### config.mk
export PLATFORM = sky130hd
export DESIGN_NAME = mpq_cmd_sched_flat
export DESIGN_NICKNAME = d
export VERILOG_FILES = /design/src/rtl/mpq_cmd_sched_if.sv /design/src/rtl/mpq_cmd_sched.sv /design/src/flat_wrapper.sv
export SDC_FILE = /design/constraint.sdc
export NUM_CORES = 1
export LEC_CHECK = 0
export BUFFER_PORTS_ARGS = -buffer_cell sky130_fd_sc_hd__buf_4
export CAP_MARGIN = 20
export CORE_ASPECT_RATIO = 1.2
export CORE_MARGIN = 3
export CORE_UTILIZATION = 52
export DETAILED_ROUTE_END_ITERATION = 10
export PLACE_DENSITY = 0.81
export SLEW_MARGIN = 40
export SYNTH_ARGS = -nofsm -noshare
export SYNTH_HDL_FRONTEND = slang
export SYNTH_SLANG_ARGS = --single-unit
### constraint.sdc
create_clock -name clk -period 4.4 [get_ports clk]
set_clock_uncertainty 0.1 [all_clocks]
set_input_delay 0.44 -clock clk [delete_from_list [all_inputs] [get_ports clk]]
set_output_delay 0.44 -clock clk [all_outputs]
set_load 0.02 [all_outputs]
### src/rtl/mpq_cmd_sched_if.sv
// Bundle of requester-side and queue-side signals around the command scheduler.
// The scheduler is the slave; whoever drives requests and models the queue is the master.
interface mpq_cmd_sched_if #(
    parameter int N_REQ = 4
);
    logic [N_REQ-1:0]   req;
    logic [3*N_REQ-1:0] req_cmd;
    logic [8*N_REQ-1:0] req_index;
    logic [8*N_REQ-1:0] req_value;
    logic [N_REQ-1:0]   ack;
    logic [1:0]         err_code;
    logic               load_valid;
    logic               mpq_busy;
    logic               mpq_done;
    logic               mpq_cmd_valid;
    logic [2:0]         mpq_cmd;
    logic [7:0]         mpq_index;
    logic [7:0]         mpq_value;
    logic [7:0]         occ;
    logic               fault;

    modport slave (
        input  req, req_cmd, req_index, req_value, load_valid, mpq_busy, mpq_done,
        output ack, err_code, mpq_cmd_valid, mpq_cmd, mpq_index, mpq_value, occ, fault
    );

    modport master (
        output req, req_cmd, req_index, req_value, load_valid, mpq_busy, mpq_done,
        input  ack, err_code, mpq_cmd_valid, mpq_cmd, mpq_index, mpq_value, occ, fault
    );
endinterface

### src/rtl/mpq_cmd_sched.sv
// Round-robin command scheduler for the max-priority-queue engine: one command
// in flight, occupancy tracking to reject illegal commands, watchdog on the engine.
module mpq_cmd_sched #(
    parameter int N_REQ   = 4,
    parameter int TIMEOUT = 1023
) (
    input  logic           clk,
    input  logic           rst,
    mpq_cmd_sched_if.slave bus
);
    localparam int GW = (N_REQ > 1) ? $clog2(N_REQ) : 1;
    localparam logic [2:0] CMD_EXTRACT   = 3'd1;
    localparam logic [2:0] CMD_INCREASE  = 3'd2;
    localparam logic [2:0] CMD_INSERT    = 3'd3;
    localparam logic [2:0] CMD_INC_CONST = 3'd5;

    typedef enum logic [2:0] {
        S_LOAD, S_ARB, S_ISSUE, S_WAIT_ACC, S_WAIT_CMP, S_RESP, S_FAULT
    } state_t;

    state_t          r_state;
    logic [GW-1:0]   r_last_grant;
    logic [GW-1:0]   r_gid;
    logic [2:0]      r_cmd;
    logic [7:0]      r_index;
    logic [7:0]      r_value;
    logic [7:0]      r_occ;
    logic [9:0]      r_timer;
    logic            r_to_load;
    logic [N_REQ-1:0] r_ack;
    logic [1:0]      r_err;
    logic            r_cmd_valid;
    logic [2:0]      r_mpq_cmd;
    logic [7:0]      r_mpq_index;
    logic [7:0]      r_mpq_value;
    logic            r_fault;

    logic [2:0]      w_cmd [N_REQ];
    logic [7:0]      w_idx [N_REQ];
    logic [7:0]      w_val [N_REQ];

    generate
        for (genvar gi = 0; gi < N_REQ; gi++) begin : g_unpack
            assign w_cmd[gi] = bus.req_cmd[3*gi +: 3];
            assign w_idx[gi] = bus.req_index[8*gi +: 8];
            assign w_val[gi] = bus.req_value[8*gi +: 8];
        end
    endgenerate

    // Scan downward so the requester closest after last_grant is written last and wins.
    logic            w_found;
    logic [GW-1:0]   w_gid;
    logic [GW-1:0]   w_j;
    always_comb begin
        w_found = 1'b0;
        w_gid   = '0;
        w_j     = '0;
        for (int k = N_REQ; k >= 1; k--) begin
            w_j = GW'((int'(r_last_grant) + k) % N_REQ);
            if (bus.req[w_j]) begin
                w_found = 1'b1;
                w_gid   = w_j;
            end
        end
    end

    logic [2:0] w_scmd;
    logic [7:0] w_sidx;
    logic [7:0] w_sval;
    logic       w_illegal;
    logic       w_wr_latched;
    assign w_scmd = w_cmd[w_gid];
    assign w_sidx = w_idx[w_gid];
    assign w_sval = w_val[w_gid];
    assign w_wr_latched = (r_cmd == 3'd4) || (r_cmd[2:1] == 2'b11);

    always_comb begin
        case (w_scmd)
            CMD_EXTRACT:                 w_illegal = (r_occ == 8'd0);
            CMD_INSERT:                  w_illegal = (r_occ == 8'd255);
            CMD_INCREASE, CMD_INC_CONST: w_illegal = (w_sidx == 8'd0) || (w_sidx > r_occ);
            default:                     w_illegal = 1'b0;
        endcase
    end

    always_ff @(posedge clk) begin
        if (rst) begin
            r_state      <= S_LOAD;
            r_last_grant <= GW'(N_REQ - 1);
            r_gid        <= '0;
            r_cmd        <= '0;
            r_index      <= '0;
            r_value      <= '0;
            r_occ        <= '0;
            r_timer      <= '0;
            r_to_load    <= 1'b0;
            r_ack        <= '0;
            r_err        <= '0;
            r_cmd_valid  <= 1'b0;
            r_mpq_cmd    <= '0;
            r_mpq_index  <= '0;
            r_mpq_value  <= '0;
            r_fault      <= 1'b0;
        end else begin
            r_ack       <= '0;
            r_cmd_valid <= 1'b0;
            case (r_state)
                S_LOAD: begin
                    if (bus.load_valid && r_occ != 8'd255) r_occ <= r_occ + 8'd1;
                    if (r_occ != 8'd0 && !bus.mpq_busy) r_state <= S_ARB;
                end
                S_ARB: begin
                    if (w_found) begin
                        r_gid   <= w_gid;
                        r_cmd   <= w_scmd;
                        r_index <= w_sidx;
                        r_value <= w_sval;
                        if (w_illegal) begin
                            r_ack[w_gid] <= 1'b1;
                            r_err        <= 2'd1;
                            r_last_grant <= w_gid;
                            r_to_load    <= 1'b0;
                            r_state      <= S_RESP;
                        end else begin
                            r_cmd_valid <= 1'b1;
                            r_mpq_cmd   <= w_scmd;
                            r_mpq_index <= w_sidx;
                            r_mpq_value <= w_sval;
                            r_state     <= S_ISSUE;
                        end
                    end
                end
                S_ISSUE: begin
                    r_timer <= '0;
                    r_state <= S_WAIT_ACC;
                end
                S_WAIT_ACC, S_WAIT_CMP: begin
                    if (r_timer == 10'(TIMEOUT)) begin
                        r_ack[r_gid] <= 1'b1;
                        r_err        <= 2'd2;
                        r_fault      <= 1'b1;
                        r_state      <= S_FAULT;
                    end else if (r_state == S_WAIT_ACC) begin
                        if (bus.mpq_busy) begin
                            r_timer <= '0;
                            r_state <= S_WAIT_CMP;
                        end else begin
                            r_timer <= r_timer + 10'd1;
                        end
                    end else if (w_wr_latched ? bus.mpq_done : !bus.mpq_busy) begin
                        // Completion: acknowledge and account for the element count change.
                        r_ack[r_gid] <= 1'b1;
                        r_err        <= 2'd0;
                        r_last_grant <= r_gid;
                        r_to_load    <= w_wr_latched;
                        if (w_wr_latched)             r_occ <= 8'd0;
                        else if (r_cmd == CMD_EXTRACT) r_occ <= r_occ - 8'd1;
                        else if (r_cmd == CMD_INSERT)  r_occ <= r_occ + 8'd1;
                        r_state <= S_RESP;
                    end else begin
                        r_timer <= r_timer + 10'd1;
                    end
                end
                S_RESP:  r_state <= r_to_load ? S_LOAD : S_ARB;
                S_FAULT: r_state <= S_FAULT;
                default: r_state <= S_LOAD;
            endcase
        end
    end

    assign bus.ack           = r_ack;
    assign bus.err_code      = r_err;
    assign bus.mpq_cmd_valid = r_cmd_valid;
    assign bus.mpq_cmd       = r_mpq_cmd;
    assign bus.mpq_index     = r_mpq_index;
    assign bus.mpq_value     = r_mpq_value;
    assign bus.occ           = r_occ;
    assign bus.fault         = r_fault;
endmodule

### src/flat_wrapper.sv
// flat-port wrapper written by rule: the top's interface ports become plain ports
module mpq_cmd_sched_flat 
#(
    parameter int N_REQ   = 4,
    parameter int TIMEOUT = 1023
)
  (clk, rst, bus_req, bus_req_cmd, bus_req_index, bus_req_value, bus_load_valid, bus_mpq_busy, bus_mpq_done, bus_ack, bus_err_code, bus_mpq_cmd_valid, bus_mpq_cmd, bus_mpq_index, bus_mpq_value, bus_occ, bus_fault);
  mpq_cmd_sched_if #(.N_REQ(N_REQ)) bus_i ();
  input  logic clk;
  input  logic rst;
  input wire logic [$bits(bus_i.req)-1:0] bus_req;
  input wire logic [$bits(bus_i.req_cmd)-1:0] bus_req_cmd;
  input wire logic [$bits(bus_i.req_index)-1:0] bus_req_index;
  input wire logic [$bits(bus_i.req_value)-1:0] bus_req_value;
  input wire logic [$bits(bus_i.load_valid)-1:0] bus_load_valid;
  input wire logic [$bits(bus_i.mpq_busy)-1:0] bus_mpq_busy;
  input wire logic [$bits(bus_i.mpq_done)-1:0] bus_mpq_done;
  output wire logic [$bits(bus_i.ack)-1:0] bus_ack;
  output wire logic [$bits(bus_i.err_code)-1:0] bus_err_code;
  output wire logic [$bits(bus_i.mpq_cmd_valid)-1:0] bus_mpq_cmd_valid;
  output wire logic [$bits(bus_i.mpq_cmd)-1:0] bus_mpq_cmd;
  output wire logic [$bits(bus_i.mpq_index)-1:0] bus_mpq_index;
  output wire logic [$bits(bus_i.mpq_value)-1:0] bus_mpq_value;
  output wire logic [$bits(bus_i.occ)-1:0] bus_occ;
  output wire logic [$bits(bus_i.fault)-1:0] bus_fault;
  assign bus_i.req = bus_req;
  assign bus_i.req_cmd = bus_req_cmd;
  assign bus_i.req_index = bus_req_index;
  assign bus_i.req_value = bus_req_value;
  assign bus_i.load_valid = bus_load_valid;
  assign bus_i.mpq_busy = bus_mpq_busy;
  assign bus_i.mpq_done = bus_mpq_done;
  assign bus_ack = bus_i.ack;
  assign bus_err_code = bus_i.err_code;
  assign bus_mpq_cmd_valid = bus_i.mpq_cmd_valid;
  assign bus_mpq_cmd = bus_i.mpq_cmd;
  assign bus_mpq_index = bus_i.mpq_index;
  assign bus_mpq_value = bus_i.mpq_value;
  assign bus_occ = bus_i.occ;
  assign bus_fault = bus_i.fault;
  mpq_cmd_sched #(.N_REQ(N_REQ), .TIMEOUT(TIMEOUT)) u_core (.clk(clk), .rst(rst), .bus(bus_i));
endmodule
# Word-level counts from Yosys, hierarchy flattened
# Cells that the tools add are included.
# Widths: inputs -> output; s select.
# word_totals
regBits,56
out_inout_bits,35
word_cells,168
# classes
add_sub_neg,7
order_cmp,10
eq_ne,30
muxes,78
bitwise_logic,4
reduce_logical,25
# ops
operator,n
$mux 8,11
$mux 10,4
$bmux 8 s2,2
$mux 2,14
$mux 3,9
$mux 4,5
$pmux 10 s2,1
$lt 2x3->1 const B,6
$mux 1,18
$pmux 3 s6,1
$logic_not 8->1,2
$pmux 8 s2,1
$eq 3x2->1 const B,5
$eq 3x3->1 const B,5
$reduce_and 6->1,2
$add 10x1->10 const B,1
$eq 10x10->1 const B,1
$ne 2x1->1 const B,5
$eq 3x1->1 const B,3
$add 8x1->8 const B,1
$bmux 1 s2,4
$eq 8x8->1 const B,1
$gt 8x8->1,1
$ne 4x1->1 const B,2
31 further kinds,49

# Logic depth before layout (Yosys ltp)
# logic_depth
depth_word,17
mapped_depth,19
ltp_nobuf,13

# Worst setup path before layout
# Ideal clock, no wire load.
# synth_path
path_kind,input to register
from,in bus_req[0]
to,reg u_core.r_mpq_cmd[1] (netlist: u_core.bus.mpq_cmd[1])
setup_ns,0.123
t_arrival_ns,3.544
required_ns,4.177
setup_slack_ns,0.633
stages,16
path_cell_list,a21o_1 buf_2 clkbuf_1 a311oi_1 a2111oi_0 nor2_1 ha_1 nor2b_1 o21a_1 o21a_1 o21ai_0 a31oi_1 o32ai_2 buf_6 nand2_2 mux2_1
# synth_between
elab_chain_len,15
elab_cells_between_ends,34
classes_between,order compare (1); eq/ne (4); mux (23); bitwise (2); reduce/logical (4)
# synth_lines
item,line,rtl
"start, declared",flat_wrapper.sv:11,input wire logic [$bits(bus_i.req)-1:0] bus_req;
$bmux 1 s2,mpq_cmd_sched.sv:60,if (bus.req[w_j]) begin
$mux 1 (implied by the code),mpq_cmd_sched.sv:60,
$mux 2 (3 in series),mpq_cmd_sched.sv:60,
$mux 2 (*),mpq_cmd_sched.sv:60,
$not 2->3 (implied by the code) (*),mpq_cmd_sched.sv:73,assign w_sidx = w_idx[w_gid];
$bmux 8 s2 (*),mpq_cmd_sched.sv:73,
$mux 8 (implied by the code) (*) (2 in series),mpq_cmd_sched.sv:73,
via u_core.w_sidx[1],mpq_cmd_sched.sv:68,logic [7:0] w_sidx;
$gt 8x8->1 / $logic_not 8->1 (equally long branches),mpq_cmd_sched.sv:81,"CMD_INCREASE, CMD_INC_CONST: w_illegal = (w_sidx == 8'd0) || (w_sidx > r_occ);"
$logic_or 1x1->1 (*),mpq_cmd_sched.sv:81,
$pmux 1 s3 (*),mpq_cmd_sched.sv:78,case (w_scmd)
$not 1->1 (no source line) (*),n/a,
$reduce_and 3->1 (no source line) (*),n/a,
"end signal, assigned",mpq_cmd_sched.sv:126,r_mpq_cmd <= w_scmd;
"end, declared",mpq_cmd_sched.sv:33,logic [2:0] r_mpq_cmd;
# Mark *: on every way through the listed nets, which the timed path passes. The rest lies on a longest branch. The select of a mux whose other input is x is not followed.
# A chain may end at the register's enable or synchronous reset.

# Final worst setup path
# layout_path
from,reg u_core.r_last_grant[1]
to,reg u_core.r_mpq_index[0] (netlist: u_core.bus.mpq_index[0])
# layout_between
elab_chain_len,16
elab_cells_between_ends,38
classes_between,add/sub (4); order compare (1); eq/ne (4); mux (23); bitwise (2); reduce/logical (4)
# layout_lines
item,line,rtl
"start, declared",mpq_cmd_sched.sv:22,logic [GW-1:0] r_last_grant;
"start signal, assigned",mpq_cmd_sched.sv:89,r_last_grant <= GW'(N_REQ - 1);
"start signal, assigned",mpq_cmd_sched.sv:121,r_last_grant <= w_gid;
"start signal, assigned",mpq_cmd_sched.sv:154,r_last_grant <= r_gid;
$add 2x1->2,mpq_cmd_sched.sv:59,w_j = GW'((int'(r_last_grant) + k) % N_REQ);
$bmux 1 s2,mpq_cmd_sched.sv:60,
$mux 1 (implied by the code),mpq_cmd_sched.sv:60,
$mux 2 (4 in series),mpq_cmd_sched.sv:60,
$not 2->3 (implied by the code),"mpq_cmd_sched.sv:72, mpq_cmd_sched.sv:73",
$bmux 8 s2 / $bmux 3 s2 (equally long branches),"mpq_cmd_sched.sv:73, mpq_cmd_sched.sv:72",
$mux 8 (implied by the code) / $mux 3 (equally long branches) (2 in series),"mpq_cmd_sched.sv:73, mpq_cmd_sched.sv:72",
$gt 8x8->1 (tied with other cells),mpq_cmd_sched.sv:81,
$logic_or 1x1->1 / $reduce_or 2->1 (equally long branches),"mpq_cmd_sched.sv:81, mpq_cmd_sched.sv:78",
$pmux 1 s3,mpq_cmd_sched.sv:78,
$not 1->1 (no source line),n/a,
$reduce_and 3->1 (no source line),n/a,
"end signal, assigned",mpq_cmd_sched.sv:127,r_mpq_index <= w_sidx;
"end, declared",mpq_cmd_sched.sv:34,logic [7:0] r_mpq_index;
# Parallel ways exist; a longest one is shown, timed or not. The select of a mux whose other input is x is not followed.

==> impl_metrics.py <==
metrics = {
    "critical_path": {
        "startpoint": "u_core.r_last_grant[1]$_SDFFE_PP1P_",
        "cpPeakStageDelay_ps": 570,
        "critPathLaunchType": "register",
        "critical_path.max_fanout": 22,
        "cp.arrival_ps": 4220,
        "worst-endpoint-required_ps": 4540,
        "cp_common_cell": "o21a_1",
        "r2r_start": "u_core.r_last_grant[1]$_SDFFE_PP1P_",
        "worstPathCellList": "nand3b_2, a31o_1, buf_4, a2111oi_0, or2_2, ha_1, nor2b_1, o21a_1, o21a_1, o21ai_0, a31oi_1, o32a_2, or3_1, a21oi_1",
        "crit_path_end_kind": "register",
        "worstSetupPathType": "register to register",
        "crit_slowest_cell": "o32a_2",
    },
    "logic_synthesis": {
        "yosys-top-cells-count": "56 x dfxtp_1, 56 x nor2_1, 40 x a21oi_1, 34 x nand2_1, 31 x inv_1",
        "async_flop_share_pct": 0,
        "ys_top_cells_by_area": "dfxtp_1 29%, mux2i_1 7.8%, nor2_1 5.4%",
        "yosys_register_bits": 56,
        "yosys.cell_types.count": 63,
        "netlist_instances": 498,
        "ys_seq_area_share_pct": 29.0,
        "synth_flop_cell": "dfxtp_1",
        "syn-cell-area_um2": 3860,
        "syn_avg_cell_area_um2": 7.75,
        "synth.largest_area_cell": "dfxtp_1",
        "synth_top_area_share_pct": 29.0,
        "synth_edf_count": 0,
        "ys_warn_count": 0,
        "syn_nets": 595,
    },
    "grt": {
        "grt_pass1_vias": 4070,
        "grt_pass1_wl_um": 18800,
        "groute.usage.overall_pct": 26.7,
        "grt_overflow_total": 0,
        "grt_max_degree": 54,
        "antenna_found_initial": 0,
    },
    "sta": {
        "slew-limit-headroom_pct": 46.6,
        "max_slew.worst_pin.slew_ps": 801,
        "final-setup-viol-count": 0,
        "slew_viol_final": 0,
        "min_period_ps": 4070,
        "fin_crit_sh_pct": 92.6,
        "fmax_mhz": 246,
        "rsz0062_at_grt": "no",
        "hold_violations": 0,
        "setup_tns_ps": 0,
    },
    "detailed_routing": {
        "postRouteWirelength_um": 12000,
        "routed-wl-met3_um": 760,
        "via_per_inst": 6.16,
        "wl_met1_um": 4870,
        "drc": 0,
        "top_layer_used": "met4",
        "drt_iter0_markers": 423,
        "dr_wl_met2_um": 6080,
        "drt_pass1_iterations": 5,
        "wire_per_inst_um": 17.4,
        "vias": 4242,
        "ant_nets": 0,
    },
    "placed_design": {
        "port_buffers": 119,
        "hpwl_um": 9110,
        "postPlaceCellArea_um2": 4780,
        "place.gp.congestion": 0.993,
    },
    "flow_run": {
        "maxCapViolations": 0,
    },
    "floorplanning": {
        "io_pins": 120,
        "die_w_um": 84.7,
        "start_util_pct": 55.0,
        "fp.dieArea_um2": 8500,
        "core_um2": 7020,
        "die_h_um": 100,
        "num_rows": 33,
    },
    "pwr": {
        "p_per_area_nw_per_um2": 306,
        "clockPowerShare_pct": 20.2,
        "intPower_w": 0.000917,
        "p_leak_nw": 2.04,
        "p_seq_share_pct": 38.9,
        "swShare_pct": 38.8,
        "ir_drop_mv": 0.224,
        "netSwitchingPower_w": 0.000582,
        "comb_power_share_pct": 40.8,
    },
    "clocking": {
        "clockRootBuffer": "clkbuf_8",
        "ctsHoldBuffers": 0,
        "clockBufferDepth": 2,
        "cts_max_level": 2,
        "cts_num_sinks": 56,
        "worst_skew_pair.late_latency_ps": 320,
        "clk_pin_slew_ps": 110,
        "cts_buffers": 5,
        "cts_tree": "done",
    },
    "final_layout": {
        "layout-area-overhead-vs-synth_pct": 26.9,
        "layout.nets": 698,
        "drive_gt1_share_pct": 26.4,
        "insertedDiodeCount": 0,
        "stdcell_area_um2": 4900,
    },
    "status": {
        "outcome": "complete, no violations",
    },
    "hold_path": {
        "min_from": "u_core.bus.err_code[0]$_SDFFE_PP0P_",
        "min_path_type": "register to register",
    },
}
[cells by family (layout without fill, tap and decap cells)]
kind of cell | Yosys count | after routing | share of synthesized area [%]
AND/OR/NAND/NOR | 175 | 175 | 22.2
buffers and inverters | 67 | 171 | 7.94
AO/OA/AOI/OAI | 145 | 145 | 26.0
adder cells (fa/ha/maj) | 12 | 12 | 3.89
XOR/XNOR | 10 | 10 | 2.27
flip-flops | 56 | 56 | 29.0
multiplexers | 33 | 33 | 8.65
[critical path, delay by kind of cell, from the launching register on]
kind / cells / cell delay (ps)
buffers and inverters: 1 / 200
adder cells (fa/ha/maj): 1 / 140
flip-flops: 1 / 480
AND/OR/NAND/NOR: 4 / 890
AO/OA/AOI/OAI: 8 / 2200
[layout make-up]
type,instances,area (um^2)
clock inverters,3,27.5
well taps,87,109
multi-input cells,375,2460
fillers,617,2120
inverters,31,116
repair buffers,132,991
flip-flops and latches,56,1120
clock buffers,5,68.8
[cells in the final DEF (no fill, tap or decap), drive strengths merged, types with 3 or more instances in the layout]
master / instances
mux2i: 30
a221oi: 8
o22ai: 9
clkbuf: 5
xor2: 7
nor3b: 3
mux2: 3
nand3: 23
nor2b: 4
a2111oi: 9
or3: 4
xnor2: 3
or2: 3
nor3: 11
dfxtp: 56
a21oi: 40
a311oi: 16
nand2: 35
inv: 32
nand2b: 6
buf: 132
o32ai: 3
nand4: 13
ha: 12
and3: 6
nor2: 58
o21a: 3
a211oi: 6
a31oi: 3
o21ai: 29
[power groups by stage]
stage	Combinational, W	Clock (W)	Sequential, W
floorplan	0.000389	0	0.000608
CTS	0.000600	0.000303	0.000582
finish	0.000612	0.000303	0.000583
global placement	0.000583	0	0.000591
detailed placement	0.000598	0	0.000593
global route	0.000665	0.000325	0.000587
[state kept, by name, summed over array words and instances (netlist names), 2 cells and up]
signal                count
u_core.bus.ack            4
u_core.bus.err_code       2
u_core.bus.mpq_cmd        3
u_core.bus.mpq_index      8
u_core.bus.mpq_value      8
u_core.bus.occ            8
u_core.r_cmd              3
u_core.r_gid              2
u_core.r_last_grant       2
u_core.r_state            3
u_core.r_timer           10
[metrics by stage]
stage	utilization, %	hold WS, ps	total power (W)	instances	setup slack [ps]
3_5_place_dp	68.1	354	0.00119	681	116
5_1_grt	69.8	387	0.00158	689	44.0
4_1_cts	69.5	368	0.00149	689	204
3_3_place_gp	68.0	351	0.00117	681	249
2_1_floorplan	-	346	0.000997	498	633
6_report	69.8	367	0.00150	689	327
[what timing repair did]
| action | 4_1_cts | 5_1_grt |
|---|---|---|
| endpoints found under the setup margin | 0 | 3 |
| gates resized for setup | 0 | 6 |
| setup buffers | 0 | 0 |
[layer usage]
metal | up-vias | global-route usage (%)
met4 | 0 | 7.92
met3 | 39 | 3.53
li1 | 2039 | -
met2 | 205 | 47.9
met1 | 1959 | 33.4
met5 | - | 0
[worst paths after layout]
check / endpoint / slack [ps] / cells after the start
max: u_core.bus.mpq_index[0]$_SDFFE_PP0P_ / 330 / 14
min: u_core.bus.err_code[0]$_SDFFE_PP0P_ / 370 / 2
max reg2reg: u_core.bus.mpq_index[0]$_SDFFE_PP0P_ / 330 / 14
min reg2reg: u_core.bus.err_code[0]$_SDFFE_PP0P_ / 370 / 2
(Power assumes the default switching activity.)
